[config.mk]
export PLATFORM = sky130hd
export DESIGN_NAME = cpu_sequencer
export DESIGN_NICKNAME = d
export VERILOG_FILES = /design/src/rtl/cpu_sequencer.sv
export SDC_FILE = /design/constraint.sdc
export NUM_CORES = 1
export LEC_CHECK = 0
export CORE_MARGIN = 2
export CORE_UTILIZATION = 55
export CTS_CLUSTER_DIAMETER = 30
export DETAILED_ROUTE_END_ITERATION = 8
export MAX_ROUTING_LAYER = met4
export PLACE_DENSITY = 0.8
export SYNTH_ARGS = -nofsm -noshare
export SYNTH_HDL_FRONTEND = slang
export SYNTH_SLANG_ARGS = --single-unit
export TNS_END_PERCENT = 20
[constraint.sdc]
create_clock -name clk -period 4.5 [get_ports clk]
set_clock_uncertainty 0.2 [all_clocks]
set_input_delay 0.9 -clock clk [delete_from_list [all_inputs] [get_ports clk]]
set_output_delay 0.9 -clock clk [all_outputs]
set_load 0.005 [all_outputs]
[src/rtl/cpu_sequencer.sv]
// cpu_sequencer: host-side issuer for the cpu block's load/in/s/w handshake.
// Instructions are queued in a small circular FIFO and drained one at a time
// into the CPU while run is high. Each instruction's result and flags are
// captured when the CPU returns to its wait state.
module cpu_sequencer #(
  parameter int DEPTH   = 8,
  parameter int TIMEOUT = 64
) (
  input  logic        clk,
  input  logic        reset,
  input  logic        wr_en,
  input  logic [15:0] wr_data,
  input  logic        run,
  output logic        full,
  output logic        empty,
  output logic        overflow,
  output logic        busy,
  output logic        error,
  output logic        cpu_load,
  output logic [15:0] cpu_in,
  output logic        cpu_s,
  input  logic        cpu_w,
  input  logic [15:0] cpu_out,
  input  logic        cpu_N,
  input  logic        cpu_V,
  input  logic        cpu_Z,
  output logic [15:0] result,
  output logic [2:0]  flags,
  output logic        result_valid,
  output logic [7:0]  retired
);

  localparam int PTR_W = $clog2(DEPTH);
  localparam int CNT_W = PTR_W + 1;
  localparam int WD_W  = $clog2(TIMEOUT + 1);

  localparam logic [2:0] S_IDLE    = 3'd0;
  localparam logic [2:0] S_LOAD    = 3'd1;
  localparam logic [2:0] S_START   = 3'd2;
  localparam logic [2:0] S_EXEC    = 3'd3;
  localparam logic [2:0] S_CAPTURE = 3'd4;
  localparam logic [2:0] S_ERROR   = 3'd5;

  logic [2:0]       state_q, state_d;
  logic [PTR_W-1:0] wr_ptr_q, wr_ptr_d;
  logic [PTR_W-1:0] rd_ptr_q, rd_ptr_d;
  logic [CNT_W-1:0] count_q, count_d;
  logic [WD_W-1:0]  wd_q, wd_d;
  logic [15:0]      cpu_in_q, cpu_in_d;
  logic [15:0]      result_q, result_d;
  logic [2:0]       flags_q, flags_d;
  logic             result_valid_q, result_valid_d;
  logic [7:0]       retired_q, retired_d;
  logic             overflow_q, overflow_d;
  logic             error_q, error_d;

  logic [15:0]      mem [DEPTH];
  logic             push;
  logic             pop;
  logic             fifo_full;
  logic             fifo_empty;

  assign fifo_full  = (count_q == CNT_W'(DEPTH));
  assign fifo_empty = (count_q == '0);

  // FIFO storage write port.
  // NOTE: the storage array has no reset; a word is only ever read after the
  // reset-cleared count says it was written, so clearing it buys nothing.
  always_ff @(posedge clk) begin
    if (push) mem[wr_ptr_q] <= wr_data;
  end

  // Next-state logic for the FIFO bookkeeping, sequencer FSM, watchdog and
  // captured results.
  always_comb begin
    // NOTE: every variable gets its hold value first so no path through the
    // case statement can leave one unassigned and infer a latch.
    state_d        = state_q;
    wd_d           = wd_q;
    cpu_in_d       = cpu_in_q;
    result_d       = result_q;
    flags_d        = flags_q;
    result_valid_d = 1'b0;
    retired_d      = retired_q;
    error_d        = error_q;

    // A push while full is dropped even if a pop frees a slot this cycle.
    push       = wr_en && !fifo_full;
    pop        = (state_q == S_LOAD);
    overflow_d = overflow_q | (wr_en && fifo_full);
    wr_ptr_d   = push ? wr_ptr_q + PTR_W'(1) : wr_ptr_q;
    rd_ptr_d   = pop  ? rd_ptr_q + PTR_W'(1) : rd_ptr_q;
    unique case ({push, pop})
      2'b10:   count_d = count_q + CNT_W'(1);
      2'b01:   count_d = count_q - CNT_W'(1);
      default: count_d = count_q;
    endcase

    case (state_q)
      S_IDLE: begin
        if (run && !fifo_empty && cpu_w) state_d = S_LOAD;
      end
      S_LOAD: begin
        state_d = S_START;
        wd_d    = '0;
      end
      S_START: begin
        if (!cpu_w) begin
          state_d = S_EXEC;
          wd_d    = '0;
        end else if (wd_q == WD_W'(TIMEOUT - 1)) begin
          state_d = S_ERROR;
        end else begin
          wd_d = wd_q + WD_W'(1);
        end
      end
      S_EXEC: begin
        if (cpu_w) begin
          state_d = S_CAPTURE;
        end else if (wd_q == WD_W'(TIMEOUT - 1)) begin
          state_d = S_ERROR;
        end else begin
          wd_d = wd_q + WD_W'(1);
        end
      end
      S_CAPTURE: begin
        result_d       = cpu_out;
        flags_d        = {cpu_N, cpu_V, cpu_Z};
        result_valid_d = 1'b1;
        retired_d      = retired_q + 8'd1;
        state_d        = (run && !fifo_empty) ? S_LOAD : S_IDLE;
      end
      S_ERROR: state_d = S_ERROR;
      default: state_d = S_IDLE;
    endcase

    if (state_d == S_ERROR) error_d = 1'b1;
    // Present the FIFO head during LOAD and hold it afterwards so the CPU's
    // instruction register always sees a stable word.
    if (state_d == S_LOAD) cpu_in_d = mem[rd_ptr_q];
  end

  // State registers, cleared asynchronously.
  // NOTE: non-blocking assignments so every flop samples pre-edge values.
  always_ff @(posedge clk or negedge reset) begin
    if (!reset) begin
      state_q        <= S_IDLE;
      wr_ptr_q       <= '0;
      rd_ptr_q       <= '0;
      count_q        <= '0;
      wd_q           <= '0;
      cpu_in_q       <= '0;
      result_q       <= '0;
      flags_q        <= '0;
      result_valid_q <= 1'b0;
      retired_q      <= '0;
      overflow_q     <= 1'b0;
      error_q        <= 1'b0;
    end else begin
      state_q        <= state_d;
      wr_ptr_q       <= wr_ptr_d;
      rd_ptr_q       <= rd_ptr_d;
      count_q        <= count_d;
      wd_q           <= wd_d;
      cpu_in_q       <= cpu_in_d;
      result_q       <= result_d;
      flags_q        <= flags_d;
      result_valid_q <= result_valid_d;
      retired_q      <= retired_d;
      overflow_q     <= overflow_d;
      error_q        <= error_d;
    end
  end

  assign full         = fifo_full;
  assign empty        = fifo_empty;
  assign overflow     = overflow_q;
  assign error        = error_q;
  assign busy         = (state_q != S_IDLE) && (state_q != S_ERROR);
  assign cpu_load     = (state_q == S_LOAD);
  assign cpu_s        = (state_q == S_START);
  assign cpu_in       = cpu_in_q;
  assign result       = result_q;
  assign flags        = flags_q;
  assign result_valid = result_valid_q;
  assign retired      = retired_q;

endmodule

## After elaboration in Yosys (flattened, before gate mapping)

Memories as Yosys holds them, arrays and structs flattened. A register that Yosys moved wholly into a read port is not among the register bits.
Cells that the tools add are included.

| storage, ports and cells | value |
|---|---|
| flip-flop bits (word level) | 50 |
| RAM bits | 128 |
| output and inout port bits | 51 |
| memories | 1 |

Memories:

| name | words | bits a word | read ports | clocked after Yosys merged registers in | write ports | line | text |
|---|---|---|---|---|---|---|---|
| mem | 8 | 16 | 1 | 1 | 1 | 57 | `logic [15:0] mem [DEPTH];` |

| cells by class | value |
|---|---|
| reduce and logical (&&, ||, !) cells | 14 |
| mux-type cells | 14 |
| add/subtract/negate cells | 6 |
| bitwise operators | 1 |
| equality and inequality tests | 13 |

Operators by type and width:

| kind | count |
|---|---|
| 2-to-1 mux 7 bit | 3 |
| one-hot mux 7 bit (3 select lines) | 1 |
| one-hot mux 3 bit (6 select lines) | 1 |
| 2-to-1 mux 3 bit | 4 |
| equality test 3 bit, second input constant | 3 |
| adder 8 x 1 -> 8 bit, second input constant | 1 |
| one-hot mux 4 bit (2 select lines) | 1 |
| adder 7 x 1 -> 7 bit, second input constant | 1 |
| equality test 7 x 6 -> 1 bit, second input constant | 1 |
| adder 3 x 1 -> 3 bit, second input constant | 2 |
| equality test 3 x 1 -> 1 bit, second input constant | 2 |
| equality test 3 x 2 -> 1 bit, second input constant | 2 |
| nonzero test 3 bit | 2 |
| logical AND 1 bit | 5 |
| adder 4 x 1 -> 4 bit, second input constant | 1 |
| equality test 4 bit, second input constant | 1 |
| logical NOT 4 bit | 1 |
| 2-to-1 mux 1 bit | 4 |
| subtractor 4 x 1 -> 4 bit, second input constant | 1 |
| logical NOT 1 bit | 3 |
| logical NOT 3 bit | 1 |
| inequality test 3 bit, second input constant | 1 |
| equality test 2 x 1 -> 1 bit, second input constant | 1 |
| equality test 2 bit, second input constant | 1 |
| other kinds (4) | 4 |

## Longest topological paths before layout

Gate-level depths: netlist of run 1.

| depth | value |
|---|---|
| word-level depth | 7 |
| mapped depth | 9 |

## Worst setup path before layout of run 1

OpenSTA, ideal clock, no wires.

| path | value |
|---|---|
| path kind | input -> register |
| start point | input port wr_en |
| end point | memory mem[0][0], enable pin |
| arrival time | 2.935 ns |
| cell stages on the path | 3 |
| required time | 3.870 ns |
| path buffers | 0 |
| slack | 0.935 ns |
| cell sequence | nor2b_1 > clkinv_1 > nor4_1 |

| on the way | value |
|---|---|
| longest elaborated chain between the ends | 3 |

Ends and longest elaborated chain:

| element | line | text |
|---|---|---|
| from (decl) | 11 | `input logic wr_en,` |
| logical AND 1 bit | 88 | `push = wr_en && !fifo_full;` |
| 2-to-1 mux 1 bit | 70 | `if (push) mem[wr_ptr_q] <= wr_data;` |
| 2-to-1 mux 1 bit (implied by the code) | 70 |  |
| to (decl) | 57 |  |

Every way passes these cells.

## Worst setup path after layout of run 1

| path | value |
|---|---|
| start point | register state_q[1] |
| end point | output port cpu_load |

| on the way | value |
|---|---|
| longest elaborated chain between the ends | 1 |

Ends and longest elaborated chain:

| element | line | text |
|---|---|---|
| from (decl) | 44 | `logic [2:0] state_q, state_d;` |
| from (signal assigned) | 160 | `state_q <= state_d;` |
| equality test 3 x 1 -> 1 bit | 180 | `assign cpu_load = (state_q == S_LOAD);` |
| to (decl) | 19 | `output logic cpu_load,` |

Every way passes these cells.

==> results.json, run 1 <==
{
  "core_um2": 13800,
  "vias": 4058,
  "p_clk_frac": 0.250,
  "ys_ff_latch": 194,
  "async_flop_share": 0.340,
  "period_minus_slack_ps": 3170,
  "dp_hpwl_um": 8960,
  "yosysTopAreaCell": "edfxtp_1",
  "hold_ws_ps": 257,
  "synth_edf_count": 128,
  "crit_arrival_ps": 2070,
  "rsz0062_at_grt": "false",
  "synth_ff_type": "edfxtp_1",
  "synth_top_family_by_area": "multiplexers",
  "hold_depth": 1,
  "yosysMostFrequentCell": "edfxtp_1",
  "r2r_setup_slack_ps": 1680,
  "numCtsBuffers": 17,
  "synth_area_um2": 7710,
  "crit_buf_inv": 1,
  "p_seq_frac": 0.450,
  "die_x_um": 122,
  "syn_to_final_growth_pct": 22.0,
  "clkSlewWorstSetupHoldPaths_ps": 60,
  "p_comb_frac": 0.301,
  "htreeDepth": 4,
  "synth_cell_types": 44,
  "cts_tree": "yes",
  "diodes": 0,
  "synth_cells": 435,
  "synth_warnings": 0,
  "synth.top_cell.area_share": 0.498,
  "hold_path.class": "flip-flop to flip-flop",
  "chipHeight_um": 122,
  "clockRootBuffer": "clkbuf_16",
  "ir_drop_v": 0.000325,
  "first_global_vias": 4190,
  "firstDrtPassIters": 5,
  "antenna_found_initial": 0,
  "fin_util": 0.683,
  "cpPeakStageDelay_ps": 580,
  "min_period_over_period": 0.705,
  "synth_mux_area_frac": 0.147,
  "cts_setup_buffers": 0,
  "critPathCaptureType": "output pin",
  "path_delay_family": "buffers and inverters",
  "drcViolationCount": 0,
  "start_util": 0.560,
  "synth_compound_area_frac": 0.0352,
  "ctsHoldBuffers": 0,
  "post_route_cells_drive_above_1_share": 0.200,
  "crit_chain": "nand2b_1, nor2_1, clkdlybuf4s50_1",
  "tns_ps": 0,
  "crit_path_max_fanout": 10,
  "rr_worst_depth": 9,
  "insertion_delay_ps": 430,
  "drtIter0Drc": 257,
  "setup_viol": 0,
  "synth_fa_ha_area_frac": 0.0140,
  "cts_sinks": 194,
  "ios": 91,
  "rows": 43,
  "cts.repair.resized": 0,
  "track_usage": 0.215,
  "dieArea_um2": 15000,
  "wire_per_inst_um": 19.9,
  "vias_per_cell": 5.57,
  "synthSimpleGateAreaFrac": 0.0527,
  "grt_max_degree": 36,
  "leakagePower_nw": 3.43,
  "internal_power_w": 0.00417,
  "grt-ovfl-total": 0,
  "io_buffers": 90,
  "syn_nets": 483,
  "switching_share": 0.294,
  "cellPowerDensity_nw_per_um2": 628,
  "final_hold_viol_count": 0,
  "max-cap-violations": 0,
  "synth.cells.most_frequent": "128 x edfxtp_1, 66 x dfrtp_1, 32 x mux4_2, 29 x nor2_1, 27 x a21oi_1",
  "maxSlewHeadroom": 0.251,
  "antenna_left": 0,
  "worst_ep_required_time_ps": 3400,
  "worstSetupPathType": "flip-flop to output pin",
  "yosysSeqAreaShare": 0.713,
  "worst_setup_path_start_kind": "flip-flop",
  "avgSynthCellArea_um2": 17.7,
  "wl_um": 14500,
  "worst_pin_slew_ps": 1120,
  "max_freq_mhz": 315,
  "synthXorXnorAreaFrac": 0.0182,
  "status": "complete, no violations",
  "globalplace.congestion": 0.826,
  "grt_pass1_wl_um": 22500,
  "slowest_stage": "clkdlybuf4s50_1",
  "slew_violations": 0,
  "final_nets": 584,
  "p_switching_w": 0.00174,
  "ys_top_cells_by_area": "edfxtp_1 50%, dfrtp_1 21%, mux4_2 9.3%",
  "path_depth": 3,
  "cts_buffer_depth": 2
}
[per-layer routing]
| layer | vias to the layer above | GRT usage | part of all wire |
|---|---|---|---|
| met5 | - | - | 0 |
| met2 | 142 | 0.350 | 0.52 |
| met3 | 23 | 0.0511 | 0.064 |
| met4 | 0 | 0.0920 | 0.019 |
| met1 | 2014 | 0.261 | 0.40 |
| li1 | 1879 | - | - |
[state kept, by name (all words and copies together) (netlist names)]
| name | flops |
|---|---|
| count_q | 4 |
| cpu_in | 16 |
| error | 1 |
| flags | 3 |
| mem | 128 |
| overflow | 1 |
| rd_ptr_q | 3 |
| result | 16 |
| result_valid | 1 |
| retired | 8 |
| state_q | 3 |
| wd_q | 7 |
| wr_ptr_q | 3 |
[layout by cell type, fill, tap and decap left out, types with 2 or more instances in the layout]
cell type	count
edfxtp_1	128
clkdlybuf4s50_1	89
dfrtp_1	65
mux4_2	32
nor2_1	29
a21oi_1	27
mux2_2	21
mux2i_1	18
clkbuf_16	17
nand2_1	15
xnor2_1	13
buf_4	12
o21ai_0	7
ha_1	7
nand4_1	6
nand2b_1	5
inv_1	4
nor3_2	4
a21o_1	4
inv_6	4
xor2_1	3
clkinv_2	3
clkinv_4	3
nor2b_1	2
clkinv_1	2
and3_1	2
a41oi_1	2
bufinv_16	2
[power by group through the flow]
stage / logic, W / clock network, W / registers (W)
finish: 0.00178 / 0.00147 / 0.00266
global route: 0.00195 / 0.00157 / 0.00271
CTS: 0.00181 / 0.00150 / 0.00267
detailed placement: 0.00179 / 0 / 0.00270
global placement: 0.00173 / 0 / 0.00266
floorplan: 0.00118 / 0 / 0.00255
[path summary, 6_finish.rpt]
| check | start | to |
|---|---|---|
| setup / recovery | state_q[1] | cpu_load |
| hold / removal | error | error |
| setup reg to reg | count_q[3] | count_q[3] |
| hold reg to reg | error | error |
| max in group asynchronous | reset | wd_q[0] |
| min in group asynchronous | reset | wd_q[1] |
[cells by family (layout without fill, tap and decap cells)]
logic type	after synthesis	after routing
flip-flops	194	194
AND/OR/NAND/NOR	75	75
multiplexers	71	71
AO/OA/AOI/OAI	46	46
buffers and inverters	25	139
XOR/XNOR	16	16
adder cells (fa/ha/maj)	8	8
[layout make-up]
class / count / area (um2)
multi-input combinational: 216 / 2100
clock buffer: 17 / 425
tap: 180 / 225
clock inverter: 15 / 156
fill: 924 / 4370
sequential: 194 / 5500
timing repair buffer: 102 / 986
inverter: 5 / 18.8
[worst register-to-register path, stage by stage (launching register included)]
cell and delay (ps):
dfrtp_1 430, nor4b_2 200, nor2b_1 240, clkinv_1 300, ha_1 330, ha_1 280, a21o_1 180, a21oi_1 180
mux2i_1 250, xnor2_1 150
[per-stage QoR]
step / total power, W / std cells / setup WS (ps) / area (um2)
after global routing: 0.00623 / 729 / 1180 / 9410
after CTS: 0.00598 / 729 / 1300 / 9410
after detailed placement: 0.00449 / 697 / 891 / 8820
final: 0.00591 / 729 / 1330 / 9410
after global placement: 0.00439 / 697 / 1010 / 8820
after floorplan: 0.00373 / 435 / 935 / 7710
Note: power is estimated with default switching activity, not from simulation.
==> run 2: changes to the inputs <==
Settings changed: CORE_UTILIZATION 55 to 50, PLACE_DENSITY 0.8 to 0.76.
Clock period 4.5 ns to 2.8 ns, I/O delays scaled along.
==> results.json, run 2 (synthesized netlist as in run 1, its figures left out) <==
{
  "post-place-ws_ps": -58.9,
  "min_period_over_period": 0.955,
  "grt_max_degree": 67,
  "cts_setup_buffers": 0,
  "critPathCaptureType": "output pin",
  "crit_path_max_fanout": 10,
  "tns_ps": 0,
  "worst_setup_path_start_kind": "flip-flop",
  "slowest_stage": "clkdlybuf4s50_1",
  "regMostFlops": "mem",
  "drtIter0Drc": 370,
  "vias": 4133,
  "crit_chain": "nand2b_2, nor2_1, clkdlybuf4s50_1",
  "leakagePower_nw": 3.49,
  "clkSlewWorstSetupHoldPaths_ps": 60,
  "vias_per_cell": 5.47,
  "track_usage": 0.193,
  "globalplace.congestion": 0.791,
  "ir_drop_v": 0.000495,
  "worstSetupPathType": "flip-flop to output pin",
  "max-cap-violations": 0,
  "wl_um": 14400,
  "fin_util": 0.630,
  "cellPowerDensity_nw_per_um2": 981,
  "clockRootBuffer": "clkbuf_16",
  "rows": 45,
  "worst_pin_slew_ps": 590,
  "largest_reg_flops": 128,
  "max_freq_mhz": 374,
  "post_route_cells_drive_above_1_share": 0.218,
  "fin_ws_ps": 126,
  "crit_arrival_ps": 1910,
  "layout_commonest_cell": "edfxtp_1",
  "ios": 91,
  "numCtsBuffers": 17,
  "grt_pass1_wl_um": 23000,
  "core_um2": 15100,
  "syn_to_final_growth_pct": 23.7,
  "antenna_left": 0,
  "rsz0062_at_grt": "false",
  "insertion_delay_ps": 410,
  "drcViolationCount": 0,
  "hold_path.class": "flip-flop to flip-flop",
  "setup_viol": 0,
  "diodes": 0,
  "slew_violations": 0,
  "cts_sinks": 194,
  "most-common-layout-cells": "128 x edfxtp_1, 89 x clkdlybuf4s50_1, 65 x dfrtp_1",
  "cpPeakStageDelay_ps": 550,
  "final_hold_viol_count": 0,
  "wire_per_inst_um": 19.0,
  "cts_buffer_depth": 2,
  "dieArea_um2": 16400,
  "firstDrtPassIters": 4,
  "fin_cells": 756,
  "placed_cells": 723,
  "final_nets": 603,
  "io_buffers": 90,
  "power_w": 0.00936,
  "maxSlewHeadroom": 0.606,
  "period_minus_slack_ps": 2670,
  "grt-ovfl-total": 0,
  "worst_ep_required_time_ps": 2040,
  "chipHeight_um": 128,
  "cts_tree": "yes",
  "first_global_vias": 4369,
  "antenna_found_initial": 0,
  "dp_hpwl_um": 9560,
  "start_util": 0.509,
  "die_x_um": 128,
  "status": "complete, no violations",
  "htreeDepth": 4
}
-- run 2: worst max-delay path: cells and delay by family, from the launching register on --
kind,cells,cell delay (ps)
simple gates,2,460
flops,1,500
buf+inv,1,550
-- run 2: area by class of cell --
cell class                 instances  area (um2)
clock inverter                    10        62.6
inverter                           5        18.8
clock buffer                      22         444
multi-input combinational        216        2110
fill                            1048        5610
sequential                       194        5500
tap                              188         235
timing repair buffer             121        1170
-- run 2: routing by layer --
metal  vias up  global-route usage  wire length [um]
met5         -                   -                 0
met1      2081               0.241              6180
met4         0              0.0724               121
met3        11              0.0405               744
li1       1909                   -                 -
met2       132               0.315              7340
-- run 2: final timing paths --
path / start / endpoint / slack, ps / depth (start not counted)
max reg2reg: count_q[0] / count_q[3] / 340 / 9
max: state_q[2] / cpu_s / 130 / 3
max in group asynchronous: reset / rd_ptr_q[0] / 1590 / 3
min reg2reg: overflow / overflow / 260 / 1
min: overflow / overflow / 260 / 1
min in group asynchronous: reset / flags[0] / 490 / 3
-- run 2: power breakdown --
| part | internal (W) | leakage (nW) | switching [W] |
|---|---|---|---|
| logic | 0.00176 | 1.28 | 0.00132 |
| clock network | 0.00113 | 0.236 | 0.000966 |
| registers | 0.00373 | 1.97 | 0.000450 |
-- run 2: per-stage QoR --
stage               instance area (um2)  hold WS [ps]
floorplan                          7720          64.4
global placement                   9020           239
detailed placement                 9020           247
CTS                                9530           262
global route                       9540           273
finish                             9540           259
-- run 2: timing repair --
action                     CTS  global route
setup endpoints to repair    0             2
resized for setup            0             2
hold buffers                 1             0
hold endpoints to repair    66             0
